$ cat src/rtl/sync_fifo_prog.sv
// Synchronous FIFO with programmable almost-full/almost-empty thresholds,
// optional first-word-fall-through read mode and overflow/underflow pulses.
module sync_fifo_prog #(
   parameter int G_WIDTH     = 8,
   parameter int G_DEPTH     = 16,
   parameter int G_FWFT      = 0,
   parameter int G_AF_THRESH = G_DEPTH - 2,
   parameter int G_AE_THRESH = 2
) (
   input  logic                         i_clk,
   input  logic                         i_rst_n,
   input  logic                         i_wr,
   input  logic [G_WIDTH-1:0]           i_data,
   input  logic                         i_rd,
   input  logic                         i_flush,
   output logic [G_WIDTH-1:0]           o_data,
   output logic                         o_valid,
   output logic                         o_full,
   output logic                         o_empty,
   output logic                         o_almost_full,
   output logic                         o_almost_empty,
   output logic [$clog2(G_DEPTH+1)-1:0] o_fill_level,
   output logic                         o_overflow,
   output logic                         o_underflow
);

   localparam int FILL_W = $clog2(G_DEPTH + 1);
   localparam int PTR_W  = $clog2(G_DEPTH);

   logic [G_WIDTH-1:0] mem [G_DEPTH];
   logic [PTR_W-1:0]   wr_ptr;
   logic [PTR_W-1:0]   rd_ptr;
   logic [FILL_W-1:0]  fill;
   logic               wr_ok;
   logic               rd_ok;

   function automatic logic [PTR_W-1:0] next_ptr(input logic [PTR_W-1:0] p);
      return (p == PTR_W'(G_DEPTH - 1)) ? '0 : p + PTR_W'(1);
   endfunction

   // A write into a full FIFO is only legal when a read frees a slot on the same edge;
   // a write never makes an empty FIFO readable in the same cycle.
   always_comb begin
      rd_ok = i_rd && !o_empty;
      wr_ok = i_wr && (!o_full || rd_ok);
   end

   assign o_fill_level   = fill;
   assign o_full         = (fill == FILL_W'(G_DEPTH));
   assign o_empty        = (fill == '0);
   assign o_almost_full  = (fill >= FILL_W'(G_AF_THRESH));
   assign o_almost_empty = (fill <= FILL_W'(G_AE_THRESH));

   always_ff @(posedge i_clk) begin
      if (!i_flush && wr_ok) begin
         mem[wr_ptr] <= i_data;
      end
   end

   // Flush wins over any request in the same cycle and suppresses the error pulses.
   always_ff @(posedge i_clk or negedge i_rst_n) begin
      if (!i_rst_n) begin
         wr_ptr      <= '0;
         rd_ptr      <= '0;
         fill        <= '0;
         o_overflow  <= 1'b0;
         o_underflow <= 1'b0;
      end else if (i_flush) begin
         wr_ptr      <= '0;
         rd_ptr      <= '0;
         fill        <= '0;
         o_overflow  <= 1'b0;
         o_underflow <= 1'b0;
      end else begin
         o_overflow  <= i_wr && !wr_ok;
         o_underflow <= i_rd && !rd_ok;
         if (wr_ok) begin
            wr_ptr <= next_ptr(wr_ptr);
         end
         if (rd_ok) begin
            rd_ptr <= next_ptr(rd_ptr);
         end
         case ({wr_ok, rd_ok})
            2'b10:   fill <= fill + FILL_W'(1);
            2'b01:   fill <= fill - FILL_W'(1);
            default: fill <= fill;
         endcase
      end
   end

   generate
      if (G_FWFT != 0) begin : g_fwft
         assign o_data  = mem[rd_ptr];
         assign o_valid = !o_empty;
      end else begin : g_std
         logic [G_WIDTH-1:0] data_q;
         logic               valid_q;

         // Registered read: o_data keeps its last value when no read is accepted.
         always_ff @(posedge i_clk or negedge i_rst_n) begin
            if (!i_rst_n) begin
               data_q  <= '0;
               valid_q <= 1'b0;
            end else if (i_flush) begin
               valid_q <= 1'b0;
            end else begin
               valid_q <= rd_ok;
               if (rd_ok) begin
                  data_q <= mem[rd_ptr];
               end
            end
         end

         assign o_data  = data_q;
         assign o_valid = valid_q;
      end
   endgenerate

endmodule

$ cat config.mk
export PLATFORM = sky130hd
export DESIGN_NAME = sync_fifo_prog
export DESIGN_NICKNAME = d
export VERILOG_FILES = /design/src/rtl/sync_fifo_prog.sv
export SDC_FILE = /design/constraint.sdc
export NUM_CORES = 1
export LEC_CHECK = 0
export BUFFER_PORTS_ARGS = -buffer_cell sky130_fd_sc_hd__buf_2
export CORE_ASPECT_RATIO = 1.4
export CORE_MARGIN = 1
export CORE_UTILIZATION = 50
export DETAILED_ROUTE_END_ITERATION = 8
export PLACE_DENSITY_LB_ADDON = 0.15
export SETUP_SLACK_MARGIN = 0.1
export SYNTH_ARGS = -nofsm -noshare
export SYNTH_HDL_FRONTEND = slang
export SYNTH_SLANG_ARGS = --single-unit
$ cat constraint.sdc
create_clock -name i_clk -period 3.2 [get_ports i_clk]
set_input_delay 0.64 -clock i_clk [delete_from_list [all_inputs] [get_ports i_clk]]
set_output_delay 0.64 -clock i_clk [all_outputs]
set_load 0.02 [all_outputs]
# Word-level counts from Yosys, hierarchy flattened
# Memories as Yosys holds them, arrays and structs flattened. A register that Yosys moved wholly into a read port is not among the register bits.
# Cells that the tools add are included.
[op_classes]
n_addsub = 4
muxes = 13
reduce_logical = 17
n_eq_ne = 5
bitwise = 1
order_cmp = 2
[op_table]
columns = ["operator", "n"]
rows = [
  ["2-to-1 mux 4 bit", 6],
  ["case mux 5 bit (2 select lines)", 1],
  ["adder 4 x 1 -> 4 bit, second input constant", 2],
  ["equality test 4 bit, second input constant", 2],
  ["logical NOT 1 bit", 6],
  ["adder 5 x 1 -> 5 bit, second input constant", 1],
  ["equality test 5 bit, second input constant", 1],
  [">= comparator 5 x 4 -> 1 bit, second input constant", 1],
  ["less-or-equal comparator 5 x 2 -> 1 bit, second input constant", 1],
  ["logical AND 1 bit", 5],
  ["logical NOT 5 bit", 1],
  ["2-to-1 mux 1 bit", 5],
  ["2-to-1 mux 5 bit", 1],
  ["subtractor 5 x 1 -> 5 bit, second input constant", 1],
  ["nonzero test 2 bit", 2],
  ["nonzero test 3 bit", 1],
  ["equality test 2 x 1 -> 1 bit, second input constant", 1],
  ["equality test 2 bit, second input constant", 1],
  ["AND reduction 2 bit", 1],
  ["logical OR 1 bit", 1],
  ["NOT 1 bit", 1],
]
[word_totals]
word_cells = 49
inputBits = 13
reg_bits = 16
output_inout_bits = 20
n_memories = 1
ram_bits = 128
[mem_list]
columns = ["name", "words", "word_bits", "rd", "rd_ports_with_merged_regs", "wr", "line_no", "rtl"]
rows = [
  ["mem", 16, 8, 1, 1, 1, "30", "logic [G_WIDTH-1:0] mem [G_DEPTH];"],
]

# Logic depth before layout (Yosys ltp)
# Gate-level depths: netlist (run 1).
[logic_depth]
depth_word = 8
depth_mapped = 9
depth_no_buf = 8

# Worst setup path before layout (run 1)
# No wires, ideal clock.
[synth_path]
path_type = "flip-flop to flip-flop"
startpoint = "register fill[1] (netlist: o_fill_level[1])"
endpoint = "register fill[3] (netlist: o_fill_level[3])"
stages_incl_launch_ff = 9
synth_period_minus_slack_ns = 2.667
slack_ns = 0.533
arrival_ns = 2.602
n_path_buf = 0
t_required_ns = 3.135
setup_time_ns = 0.065
path_cell_list = "dfrtp_1 > or4_4 > o211ai_2 > inv_1 > ha_1 > a21o_1 > and3_1 > a2111oi_0 > mux2_4"
[synth_between]
elab_chain_cells = 8
word_cells_on_any_way = 14
classes_between = "add/sub: 2; eq/ne: 3; mux: 2; reduce/logical: 7"
[synth_rtl]
columns = ["item", "line_no", "rtl"]
rows = [
  ["from (decl)", "33", "logic [FILL_W-1:0] fill;"],
  ["from (signal assigned)", "84", "2'b10: fill <= fill + FILL_W'(1);"],
  ["from (signal assigned)", "85", "2'b01: fill <= fill - FILL_W'(1);"],
  ["from (signal assigned)", "86", "default: fill <= fill;"],
  ["logical NOT 5 bit", "50", "assign o_empty = (fill == '0);"],
  ["logical NOT 1 bit", "44", "rd_ok = i_rd && !o_empty;"],
  ["logical AND 1 bit", "44", ""],
  ["logical OR 1 bit", "45", "wr_ok = i_wr && (!o_full || rd_ok);"],
  ["logical AND 1 bit", "45", ""],
  ["equality test 2 x 1 -> 1 bit / equality test 2 bit (equally long branches)", "83", "case ({wr_ok, rd_ok})"],
  ["case mux 5 bit (2 select lines)", "83", ""],
  ["2-to-1 mux 5 bit", "68", "end else if (i_flush) begin"],
]
# Parallel ways exist; a longest one is shown, timed or not.
# A chain may end at the register's enable or synchronous reset.

# Worst setup path after layout (run 1)
# Same ends and word-level chain as after synthesis.

==> results of run 1 <==
[kinds of logic (layout without fill, tap and decap cells)]
family,count (synthesis),after routing,share of synthesized area [%]
compound gates,44,44,5.19
buf+inv,28,94,1.96
simple gates,66,66,4.92
fa+ha+maj,9,9,1.92
flops,152,152,71.0
mux,51,51,14.6
xor+xnor,3,3,0.420
[critical path: cells and delay by family (launching register included)]
kind	cells	cell delay, ns
compound gates	3	0.86
fa+ha+maj	1	0.30
buf+inv	1	0.18
flops	1	0.47
mux	1	0.22
simple gates	2	0.83
[power breakdown]
group | switching (uW) | total, uW | internal, uW | leakage, uW
clock | 754 | 1840 | 1080 | 0.000264
combinational | 509 | 815 | 306 | 0.000791
sequential | 121 | 2370 | 2250 | 0.00147
[layer usage]
layer / vias to the layer above / GRT usage, % / share of wire [%]
met5: - / 0 / 0
met4: 0 / 8.66 / 2.2
met3: 17 / 6.24 / 4.8
met2: 103 / 38.4 / 55
met1: 1775 / 26.1 / 38
li1: 1517 / - / -
[synth_stat cells (2+ instances only)]
| master | n | area [um2] |
|---|---|---|
| ha_1 | 8 | 100 |
| mux2i_1 | 18 | 180 |
| o2111ai_1 | 2 | 17.5 |
| nand3_1 | 4 | 20.0 |
| inv_1 | 9 | 33.8 |
| o21ai_0 | 6 | 30.0 |
| dfrtp_1 | 24 | 601 |
| nor2b_1 | 2 | 12.5 |
| a311o_1 | 2 | 20.0 |
| buf_2 | 8 | 40.0 |
| o221ai_1 | 8 | 70.1 |
| clkbuf_1 | 9 | 33.8 |
| a2111oi_0 | 2 | 17.5 |
| a21o_1 | 3 | 22.5 |
| xor2_1 | 2 | 17.5 |
| nand2_1 | 20 | 75.1 |
| nor2_1 | 18 | 67.6 |
| or2_2 | 2 | 12.5 |
| nand2b_1 | 6 | 37.5 |
| edfxtp_1 | 128 | 3840 |
| a211oi_1 | 2 | 15.0 |
| a21oi_1 | 8 | 40.0 |
| mux4_2 | 32 | 721 |
| nor3_1 | 9 | 45.0 |
| o211ai_2 | 2 | 25.0 |
| o211ai_1 | 4 | 30.0 |
[state kept, by name, summed over array words and instances, names as in the netlist]
name / cells
o_data: 8
wr_ptr: 4
mem: 128
o_overflow: 1
o_fill_level: 5
o_underflow: 1
o_valid: 1
rd_ptr: 4
[cell usage in the layout (no fill, tap or decap), drive strengths merged, types with 3 or more instances in the layout]
cell / instances
buf: 53
clkinv: 8
o221ai: 8
nor3: 9
a21oi: 8
clkbuf: 19
mux2i: 18
o211ai: 6
o21ai: 7
nand2b: 6
nand2: 20
a21o: 3
nor2: 18
ha: 8
dfrtp: 24
inv: 10
clkinvlp: 3
nand3: 4
mux4: 32
edfxtp: 128
[final cells by class]
type                            instances  area (um2)
Fill cell                             921        5020
Inverter                                9        33.8
Multi-Input combinational cell        173        1700
Clock buffer                           19         443
Clock inverter                         13         106
Sequential cell                       152        4450
Tap cell                              150         188
Timing Repair Buffer                   53         318
[final timing paths]
path | startpoint | endpoint | depth (start not counted)
min in group i_clk | o_data[7] | o_data[7] | 2
max in group asynchronous | i_rst_n | rd_ptr[2] | 1
setup / recovery | o_fill_level[1] | o_fill_level[3] | 8
setup reg to reg | o_fill_level[1] | o_fill_level[3] | 8
hold / removal | i_rst_n | o_fill_level[1] | 1
hold reg to reg | o_data[7] | o_data[7] | 2
[per-stage QoR]
stage	utilization, %	power, uW
after floorplan	-	2970
after global placement	54.5	3200
after detailed placement	54.5	3230
after CTS	59.0	5070
after global routing	59.0	5240
final	59.0	5020
==> results_dict.tcl, run 1 <==
set metrics [dict create \
    status "finished, final reports clean" \
    drv_cap 0 \
    routedWlPerCell_um 23.1 \
    worstMarginPinSlew_ns 0.710 \
    layout_setup_ws_ns 0.286 \
    yosysWarnings 0 \
    yosys_register_bits 152 \
    die_width_um 96.6 \
    firstDrtPassIters 4 \
    cts_sinks 152 \
    grt_pass1_wl_um 19800 \
    die-area_um2 13000 \
    coreArea_um2 12300 \
    place_ws_ns 0.295 \
    hold_viol 0 \
    grt_pass1_vias 3527 \
    clkLatencyLatePin_ns 0.41 \
    setup_viol 0 \
    via_per_inst 6.00 \
    antenna_found_initial 1 \
    dieHeight_um 134 \
    tritoncts "done" \
    cts_resized 0 \
    post_cts_buffers 0 \
    crit_slowest_cell "or4_4" \
    grt_max_degree 25 \
    period_needed_ns 2.91 \
    cts_hold_buf 0 \
    synth-edff-count 128 \
    tns_ns 0 \
    initial_core_util_pct 51.1 \
    avgSynthCellArea_um2 17.7 \
    drive_gt1_share_pct 28.9 \
    maxSlewHeadroom_pct 52.7 \
    power.leakage_uw 0.00252 \
    min_period_over_period_pct 91.1 \
    instances_no_fill 569 \
    dp_hpwl_um 8510 \
    cp_data_arrival_time_ns 3.25 \
    cp_max_fo 13 \
    area_delta_synth_final_pct 15.4 \
    netlist_area_um2 6260 \
    yosysSeqAreaShare_pct 71.0 \
    synthFlopType "edfxtp_1" \
    ant_nets 0 \
    clk_path_buf_depth 2 \
    crit_required_ns 3.54 \
    htree_levels 4 \
    root_buffer "clkbuf_16" \
    ios 33 \
    path_cells "or4_4 > o211ai_2 > inv_1 > ha_1 > a21o_1 > and3_1 > a2111oi_0 > mux2_4" \
    grt-ovfl-total 0 \
    cts_buffers 17 \
    finClkSkew_ns 0.0144 \
    post-route-cell-area_um2 7230 \
    yosysUniqueCellTypes 41 \
    max_stage_delay_ns 0.66 \
    max_freq_mhz 343 \
    wirelength_um 13100 \
    rsz0062_at_grt "no" \
    drtIter0Drc 234 \
    synth_cells 353 \
    num_antenna_cells 0 \
    worstSetupEndpointType "flip-flop" \
    dp.cells 537 \
    r2r_slack_ns 0.29 \
    groute.usage.overall_pct 22.3 \
    crit_path_start_kind "flip-flop" \
    nNetsFinal 428 \
    rows 48 \
    peakVddDrop_v 0.000323 \
    clk_pin_slew_worst_paths_ns 0.06 \
    vias 3412 \
    syn-num-nets 375 \
    holdWs_ns 0.235 \
    drc_errors 0 \
    critPathKind "reg2reg" \
    p_per_area_nw_per_um2 695 \
    hold_path_class "in2async" \
    async_flop_share_pct 15.8 \
    place_area_um2 6680 \
    port-buffer-count 32 \
    maxSlewViolCount 0 \
    gp_congestion 0.811 \
]
Power figures use the tool's default switching activity.
==> inputs of run 2 (changes only) <==
--- a/config.mk
+++ b/config.mk
@@ -8,9 +8,10 @@
 export BUFFER_PORTS_ARGS = -buffer_cell sky130_fd_sc_hd__buf_2
 export CORE_ASPECT_RATIO = 1.4
 export CORE_MARGIN = 1
-export CORE_UTILIZATION = 50
+export CORE_UTILIZATION = 60
 export DETAILED_ROUTE_END_ITERATION = 8
 export PLACE_DENSITY_LB_ADDON = 0.15
+export REMOVE_ABC_BUFFERS = 1
 export SETUP_SLACK_MARGIN = 0.1
 export SYNTH_ARGS = -nofsm -noshare
 export SYNTH_HDL_FRONTEND = slang
==> results_dict.tcl, run 2 (synthesis gave the netlist of run 1 again) <==
set metrics [dict create \
    top_register "mem" \
    worstMarginPinSlew_ns 0.687 \
    clk_pin_slew_worst_paths_ns 0.06 \
    initial_core_util_pct 62.6 \
    port-buffer-count 32 \
    cts_sinks 152 \
    drc_errors 0 \
    cts_hold_buf 0 \
    vias 3407 \
    p_per_area_nw_per_um2 707 \
    finalCoreUtilization_pct 72.4 \
    hold_viol 0 \
    clk_path_buf_depth 2 \
    worstSetupEndpointType "flip-flop" \
    max_freq_mhz 351 \
    status "finished, final reports clean" \
    maxSlewViolCount 0 \
    period_needed_ns 2.85 \
    clkLatencyLatePin_ns 0.41 \
    routedWlPerCell_um 23.3 \
    dp_hpwl_um 8110 \
    r2r_slack_ns 0.35 \
    tritoncts "done" \
    power.leakage_uw 0.00253 \
    die-area_um2 10900 \
    rsz0062_at_grt "no" \
    maxSlewHeadroom_pct 53.6 \
    setup_viol 0 \
    wirelength_um 12900 \
    hold_path_class "in2async" \
    grt-ovfl-total 0 \
    groute.usage.overall_pct 26.8 \
    peakVddDrop_v 0.000688 \
    cp_data_arrival_time_ns 3.20 \
    htree_levels 4 \
    grt_pass1_wl_um 19700 \
    drive_gt1_share_pct 29.1 \
    crit_path_start_kind "flip-flop" \
    post_cts_buffers 0 \
    grt_max_degree 25 \
    layout_common_cells "edfxtp_1 (128), mux4_2 (32), buf_2 (32)" \
    ios 33 \
    coreArea_um2 10000 \
    tns_ns 0 \
    rows 43 \
    die_width_um 88.3 \
    largest_reg_flops 128 \
    dieHeight_um 123 \
    cts_buffers 17 \
    area_delta_synth_final_pct 15.6 \
    nNetsFinal 428 \
    drtIter0Drc 278 \
    root_buffer "clkbuf_16" \
    holdWs_ns 0.215 \
    finClkSkew_ns 0.00884 \
    min_period_over_period_pct 89.0 \
    gp_congestion 0.802 \
    cp_max_fo 13 \
    drv_cap 0 \
    firstDrtPassIters 4 \
    num_antenna_cells 0 \
    nFillCells 626 \
    crit_required_ns 3.55 \
    grt_pass1_vias 3536 \
    layout_commonest_cell "edfxtp_1" \
    via_per_inst 6.15 \
    cts_resized 0 \
    critPathKind "reg2reg" \
    ant_nets 0 \
    antenna_found_initial 0 \
]
run 2: changes by cell type in the layout (fill, tap and decap cells not counted), sizes merged:
cell	previous run	this run
clkbuf	19	18
inv	10	12
clkinvlp	3	5
clkinv	8	4
bufinv	1	2
run 2: metrics by stage:
stage | cells | area [um2] | worst slack (ns) | power [uW]
after CTS | 554 | 7240 | 0.354 | 5140
after floorplan | 334 | 6170 | 0.472 | 2930
final | 554 | 7240 | 0.352 | 5120
after global routing | 554 | 7240 | 0.116 | 5320
after detailed placement | 522 | 6660 | 0.378 | 3230
after global placement | 522 | 6660 | 0.408 | 3200
run 2: critical path, stage by stage, from the launching register on:
cell	delay, ns
dfrtp_1	0.46
or4_4	0.66
o211ai_2	0.29
inv_1	0.17
ha_1	0.30
a21o_1	0.18
and3_1	0.17
a2111oi_0	0.35
mux2_4	0.21
run 2: cell type report:
type,instances,area [um2],area share [%]
flip-flops and latches,152,4450,61.4
multi-input cells,173,1700,23.4
clock buffers,18,429,5.93
repair buffers,53,318,4.39
well taps,135,169,2.33
clock inverters,14,150,2.07
inverters,9,33.8,0.467
run 2: routing by layer:
metal	up-vias	GRT usage, %	wire length [um]
li1	1513	-	-
met1	1735	32.5	4880
met2	133	45.0	6910
met3	26	6.72	778
met4	0	12.4	322
met5	-	0	0
run 2: power by group:
group | leakage [uW] | switching [uW] | internal (uW)
combinational | 0.000791 | 515 | 306
sequential | 0.00147 | 122 | 2250
clock | 0.000267 | 773 | 1150
run 2: final timing paths:
check	start	to	cells past startpoint
worst min register to register	o_data[5]	o_data[5]	2
min in group i_clk	o_data[5]	o_data[5]	2
worst min-delay path	i_rst_n	o_fill_level[1]	1
worst max register to register	o_fill_level[1]	o_fill_level[3]	8
worst max-delay path	o_fill_level[1]	o_fill_level[3]	8
max in group asynchronous	i_rst_n	rd_ptr[2]	1
